### config.mk
export PLATFORM = sky130hd
export DESIGN_NAME = dpram_frame_reader
export DESIGN_NICKNAME = d
export VERILOG_FILES = /design/src/rtl/dpram_frame_reader.sv
export SDC_FILE = /design/constraint.sdc
export NUM_CORES = 1
export LEC_CHECK = 0
export ABC_AREA = 1
export CAP_MARGIN = 5
export CORE_ASPECT_RATIO = 1.5
export CORE_MARGIN = 2
export CORE_UTILIZATION = 58
export DETAILED_ROUTE_END_ITERATION = 16
export PLACE_DENSITY = 0.81
export SKIP_LAST_GASP = 1
export SYNTH_ARGS = -nofsm -noshare
export SYNTH_HDL_FRONTEND = slang
export SYNTH_SLANG_ARGS = --single-unit
### constraint.sdc
create_clock -name clk -period 2.6 [get_ports clk]
set_input_delay 0.52 -clock clk [delete_from_list [all_inputs] [get_ports clk]]
set_output_delay 0.52 -clock clk [all_outputs]
set_load 0.005 [all_outputs]
### src/rtl/dpram_frame_reader.sv
// dpram_frame_reader
//   Replays one captured frame from the sample DPRAM as a valid/ready stream.
//   Reading starts at an arbitrary trigger pointer and wraps circularly
//   through the 2**ADDR_W buffer. A small output FIFO hides the RAM read
//   latency and absorbs downstream back-pressure. Reads are only issued when
//   the FIFO is guaranteed to have room for the returning data (credit check).
//
// Ports
//   clk, rst_n       clock, asynchronous active-low reset
//   start            1-clk pulse: begin a frame (ignored while busy or with abort)
//   start_addr       first RAM address of the frame
//   frame_len        number of beats, 0..2**ADDR_W
//   abort            cancel the frame in progress (no done pulse)
//   busy             frame active
//   done             1-clk pulse after the last beat handshakes
//   ram_rd_en        DPRAM read enable
//   ram_addr         DPRAM read address
//   ram_rd_data      DPRAM read data, valid RD_LATENCY clks after ram_rd_en
//   m_data/m_valid/m_ready/m_last   output stream
module dpram_frame_reader #(
  parameter int ADDR_W     = 13,
  parameter int DATA_W     = 10,
  parameter int RD_LATENCY = 1,
  parameter int FIFO_DEPTH = 4
) (
  input  logic              clk,
  input  logic              rst_n,
  input  logic              start,
  input  logic [ADDR_W-1:0] start_addr,
  input  logic [ADDR_W:0]   frame_len,
  input  logic              abort,
  output logic              busy,
  output logic              done,
  output logic              ram_rd_en,
  output logic [ADDR_W-1:0] ram_addr,
  input  logic [DATA_W-1:0] ram_rd_data,
  output logic [DATA_W-1:0] m_data,
  output logic              m_valid,
  input  logic              m_ready,
  output logic              m_last
);

  localparam int PTR_W = (FIFO_DEPTH > 1) ? $clog2(FIFO_DEPTH) : 1;
  localparam int CNT_W = $clog2(FIFO_DEPTH + 1);

  localparam logic [1:0] ST_IDLE  = 2'd0;
  localparam logic [1:0] ST_READ  = 2'd1;
  localparam logic [1:0] ST_DRAIN = 2'd2;

  localparam logic [ADDR_W:0] LEN_ONE = {{ADDR_W{1'b0}}, 1'b1};

  logic [1:0]            state_reg;
  logic [ADDR_W-1:0]     base_reg;
  logic [ADDR_W:0]       len_reg;
  logic [ADDR_W:0]       issued_reg;
  logic [ADDR_W:0]       beat_reg;
  logic                  done_reg;

  logic [RD_LATENCY-1:0] pipe_reg;
  logic [RD_LATENCY-1:0] pipe_next;
  logic [CNT_W-1:0]      inflight_reg;
  logic [CNT_W-1:0]      count_reg;
  logic [PTR_W-1:0]      wr_ptr_reg;
  logic [PTR_W-1:0]      rd_ptr_reg;
  logic [DATA_W-1:0]     fifo_mem [FIFO_DEPTH];

  logic                  accept;
  logic                  ret;
  logic                  pop;
  logic                  last_beat;
  logic [CNT_W:0]        occupancy;

  function automatic logic [PTR_W-1:0] ptr_inc(input logic [PTR_W-1:0] p);
    return (p == PTR_W'(FIFO_DEPTH - 1)) ? '0 : p + PTR_W'(1);
  endfunction

  // abort beats start when both arrive in the same clock
  assign accept = (state_reg == ST_IDLE) && start && !abort;

  // FIFO slots already promised = stored entries + reads still in the RAM pipe
  assign occupancy = {1'b0, count_reg} + {1'b0, inflight_reg};

  assign ram_rd_en = (state_reg == ST_READ) && !abort && (issued_reg != len_reg) &&
                     (occupancy < (CNT_W+1)'(FIFO_DEPTH));
  // truncation to ADDR_W bits gives the circular wrap
  assign ram_addr  = base_reg + issued_reg[ADDR_W-1:0];

  // issue-tracking shift register: bit RD_LATENCY-1 marks data present on ram_rd_data
  assign pipe_next[0] = ram_rd_en;
  for (genvar gi = 1; gi < RD_LATENCY; gi++) begin : g_pipe
    assign pipe_next[gi] = pipe_reg[gi-1];
  end
  assign ret = pipe_reg[RD_LATENCY-1];

  assign m_valid   = (count_reg != '0);
  assign m_data    = fifo_mem[rd_ptr_reg];
  assign m_last    = m_valid && (beat_reg == len_reg - LEN_ONE);
  assign pop       = m_valid && m_ready;
  assign last_beat = pop && m_last;

  assign busy = (state_reg != ST_IDLE);
  assign done = done_reg;

  // frame control
  always_ff @(posedge clk or negedge rst_n) begin
    if (!rst_n) begin
      state_reg  <= ST_IDLE;
      base_reg   <= '0;
      len_reg    <= '0;
      issued_reg <= '0;
      beat_reg   <= '0;
      done_reg   <= 1'b0;
    end else begin
      done_reg <= 1'b0;
      if (pop) begin
        beat_reg <= beat_reg + LEN_ONE;
      end
      case (state_reg)
        ST_IDLE: begin
          if (accept) begin
            if (frame_len == '0) begin
              done_reg <= 1'b1;
            end else begin
              state_reg  <= ST_READ;
              base_reg   <= start_addr;
              len_reg    <= frame_len;
              issued_reg <= '0;
              beat_reg   <= '0;
            end
          end
        end
        ST_READ: begin
          if (abort) begin
            state_reg <= ST_IDLE;
          end else if (ram_rd_en) begin
            issued_reg <= issued_reg + LEN_ONE;
            if (issued_reg == len_reg - LEN_ONE) begin
              state_reg <= ST_DRAIN;
            end
          end
        end
        ST_DRAIN: begin
          if (abort) begin
            state_reg <= ST_IDLE;
          end else if (last_beat) begin
            state_reg <= ST_IDLE;
            done_reg  <= 1'b1;
          end
        end
        default: state_reg <= ST_IDLE;
      endcase
    end
  end

  // read-return tracking and output FIFO
  always_ff @(posedge clk or negedge rst_n) begin
    if (!rst_n) begin
      pipe_reg     <= '0;
      inflight_reg <= '0;
      count_reg    <= '0;
      wr_ptr_reg   <= '0;
      rd_ptr_reg   <= '0;
      for (int i = 0; i < FIFO_DEPTH; i++) begin
        fifo_mem[i] <= '0;
      end
    end else if (abort && (state_reg != ST_IDLE)) begin
      // drop stored beats and forget reads still coming back from the RAM
      pipe_reg     <= '0;
      inflight_reg <= '0;
      count_reg    <= '0;
      wr_ptr_reg   <= '0;
      rd_ptr_reg   <= '0;
    end else begin
      pipe_reg <= pipe_next;
      case ({ram_rd_en, ret})
        2'b10:   inflight_reg <= inflight_reg + CNT_W'(1);
        2'b01:   inflight_reg <= inflight_reg - CNT_W'(1);
        default: inflight_reg <= inflight_reg;
      endcase
      case ({ret, pop})
        2'b10:   count_reg <= count_reg + CNT_W'(1);
        2'b01:   count_reg <= count_reg - CNT_W'(1);
        default: count_reg <= count_reg;
      endcase
      if (ret) begin
        fifo_mem[wr_ptr_reg] <= ram_rd_data;
        wr_ptr_reg           <= ptr_inc(wr_ptr_reg);
      end
      if (pop) begin
        rd_ptr_reg <= ptr_inc(rd_ptr_reg);
      end
    end
  end

endmodule
==> run summary <==
Max_cap viols: 0
Crit path time final: 2.755 ns
Cell Count, Final, Fillers Out: 1268
Area delta synth->final: 35.16%
Most frequent cells in the layout: nand2_1 (234), buf_4 (125), dfrtp_1 (106)
Final antenna-violating net count: 0
Grt total ovfl: 0
Routed WL per cell: 16.97 um
Worst Tran Pin Value: 0.8031 ns
Post-synthesis cell type count: 44
Syn Inst Count: 936
Outcome: finished, violations left
# DRC: 0
Startpoint Class: flip-flop
Pwr Density: 878.7 nW/um^2
Core Footprint: 11590 um^2
1st-iter DRT viols: 574
Top reg by flops: fifo_mem
Final Hold Viols: 0
DR vias/cell: 5.718
Pleak: 4.586 nW
Clk_lat worst skew: 0.36 ns
N_diodes: 0
Final nets: 1180
Worst-case clock skew: 0.01560 ns
Pre-Repair DR Iteration Count: 5
Syn Std Cell Area: 6925 um^2
Buffers on Ports: 69
CTS Root Cell: clkbuf_16
Area share of fa/ha/maj cells after synthesis: 4.842%
Seq/Total Area, Yosys: 39.39%
Number of synthesized register bits: 109
# hold bufs at CTS: 0
Vias in the first global route: 7066
Final setup fails: 6
Commonest non-fill, non-tap cell in the layout: nand2_1
Syn avg cell area: 7.399 um^2
Core Rows: 48
Final period util: 106.0%
Crit. Startpoint: len_reg[4]$_DFFE_PN0P_
Clk sink count: 109
Post-Synth XOR/XNOR Area: 6.450%
Worst setup margin: -0.1554 ns
Inserted Clock Buffers: 9
Hold Path Class: input port to async pin
Net Count, Synth: 1003
Max FFs per register: 40
Worst slew margin: 45.97%
Wirelength, routed: 21.52 mm
Die Area: 12850 um^2
Unrepaired setup endpoints after global routing: true
Yosys warning count: 0
Crit path arrival time: 2.24 ns
CP endpoint kind: output pin
HPWL Detailed: 13.60 mm
Largest net degree at the start of global routing: 110
IO Pins: 70
GRT Util Overall: 31.77%
Starting Density: 59.75%
Mux cell area share after synthesis: 0%
H-tree depth: 3
# placed instances: 1229
Max IR drop VDD: 0.0006734 V
Failing checks: negative setup slack
Fmax: 362.9 MHz
Register clock-pin slew on the reported worst setup and hold paths: 0.08 ns
GP Congestion: 0.9690
Setup tns final: -0.4733 ns
Max Fanout on Critical Path: 4
Clock Tree Buf Depth: 2
DR vias: 7251
FF-to-FF Start: len_reg[1]$_DFFE_PN0P_
Final Max Slew Viols: 0
Wire length of the first global-routing pass: 32.33 mm
CP Data Required Time: 2.08 ns
Layout cells sized above 1: 23.61%
Critical path type: flip-flop to output pin
Synth Area in Simple Gates: 29.38%
Filler cells: 692
Largest family of logic cells by synthesized area: simple AND/OR/NAND/NOR gates
CTS tree: yes
Die X: 93.22 um
DIE HEIGHT: 137.8 um
Compound-gate portion of the synthesized area: 12.10%
Place WS: -0.3178 ns
Initial antenna violation count: 0
## final timing paths
path | end | slack (ns) | cells after the start
worst max-delay path | m_last | -0.16 | 10
worst min-delay path | fifo_mem[7]$_DFFE_PN0P_ | 0.21 | 2
worst max register to register | done$_DFF_PN0_ | -0.04 | 18
worst min register to register | fifo_mem[22]$_DFFE_PN0P_ | 0.49 | 2
max in group asynchronous | len_reg[2]$_DFFE_PN0P_ | 1.89 | 2
min in group clk | fifo_mem[22]$_DFFE_PN0P_ | 0.49 | 2
## worst max-delay path, cell delays in order (launching register included)
cell,delay (ns)
dfrtp_2,0.44
buf_4,0.15
nor2_4,0.12
nand2_2,0.14
o21ai_2,0.20
nand2_2,0.09
nor2_1,0.15
nor2_1,0.09
and3_1,0.20
and2_1,0.17
buf_2,0.13
## power by group
group / switching [mW] / leakage [nW] / internal (mW)
Combinational: 2.28 / 3.00 / 1.95
Clock: 0.737 / 0.152 / 0.699
Sequential: 0.391 / 1.43 / 2.17
## what timing repair did
item                       in CTS  in global routing
buffers inserted               16                  9
cloned                          0                  0
setup endpoints to repair      13                 12
gates resized for setup        71                 62
pin swaps                      22                 32
## final cells by class
type | count | area, um^2 | area share [%]
multi-input combinational | 692 | 4069 | 43.47
sequential | 109 | 2731 | 29.18
timing repair buffer | 199 | 1667 | 17.81
inverter | 102 | 396.6 | 4.237
clock buffer | 9 | 225.2 | 2.406
tap | 150 | 187.7 | 2.005
clock inverter | 7 | 83.83 | 0.8956
## cell families after synthesis
family	Yosys count
AOI/OAI and AO/OA	152
buffers and inverters	135
xor gates and xnor gates	51
adders and majority gates	25
DFF	109
and+or+nand+nor	464
## per-layer routing
layer / track usage (%) / part of all wire [%] / vias to the layer above
li1: - / - / 3390
met1: 35.09 / 36 / 3414
met2: 57.95 / 53 / 339
met3: 4.869 / 5.5 / 108
met4: 17.08 / 5.4 / 0
met5: 0 / 0 / -
## synth_stat cells
| master | number | area share (%) |
|---|---|---|
| o31ai_1 | 10 | 1.1 |
| o21ai_1 | 2 | 0.14 |
| nand2_4 | 3 | 0.49 |
| nor4_1 | 5 | 0.45 |
| clkinv_2 | 1 | 0.072 |
| and3_1 | 2 | 0.18 |
| clkbuf_1 | 22 | 1.2 |
| a21oi_1 | 22 | 1.6 |
| nor3b_1 | 2 | 0.22 |
| buf_2 | 5 | 0.36 |
| nor3_2 | 1 | 0.14 |
| xor2_1 | 39 | 4.9 |
| o21ai_0 | 96 | 6.9 |
| xnor2_1 | 12 | 1.5 |
| o21bai_1 | 1 | 0.11 |
| clkbuf_2 | 2 | 0.14 |
| nor2_4 | 2 | 0.33 |
| o21ai_2 | 2 | 0.25 |
| buf_6 | 3 | 0.49 |
| o221ai_1 | 2 | 0.25 |
| and2_1 | 1 | 0.090 |
| nand3_1 | 60 | 4.3 |
| nor3_1 | 15 | 1.1 |
| ha_1 | 22 | 4.0 |
| nor2_2 | 8 | 0.72 |
| buf_4 | 1 | 0.11 |
| o21bai_2 | 1 | 0.16 |
| fa_1 | 3 | 0.87 |
| dfrtp_1 | 109 | 39 |
| o2111ai_1 | 2 | 0.25 |
| nand2_2 | 10 | 0.90 |
| a21oi_2 | 1 | 0.13 |
| a31oi_1 | 2 | 0.18 |
| nand3_2 | 3 | 0.43 |
| inv_1 | 96 | 5.2 |
| nand2_1 | 244 | 13 |
| inv_2 | 5 | 0.27 |
| nand3b_1 | 4 | 0.43 |
| nand4_1 | 12 | 1.1 |
| nor2_8 | 1 | 0.29 |
| nor2_1 | 90 | 4.9 |
| o22ai_1 | 10 | 0.90 |
| o211ai_1 | 1 | 0.11 |
| or2_2 | 1 | 0.090 |
## through the flow
step | total power, mW | utilization, % | cell area [um^2] | hold slack [ns]
final | 8.225 | 80.75 | 9360 | 0.2099
after global placement | 6.097 | 73.08 | 8471 | 0.4610
after floorplan | 4.577 | - | 6925 | 0.2244
after detailed placement | 6.218 | 73.08 | 8471 | 0.4679
after CTS | 7.813 | 78.17 | 9061 | 0.2582
after global routing | 8.742 | 80.75 | 9360 | 0.2719
(Power assumes the default switching activity.)
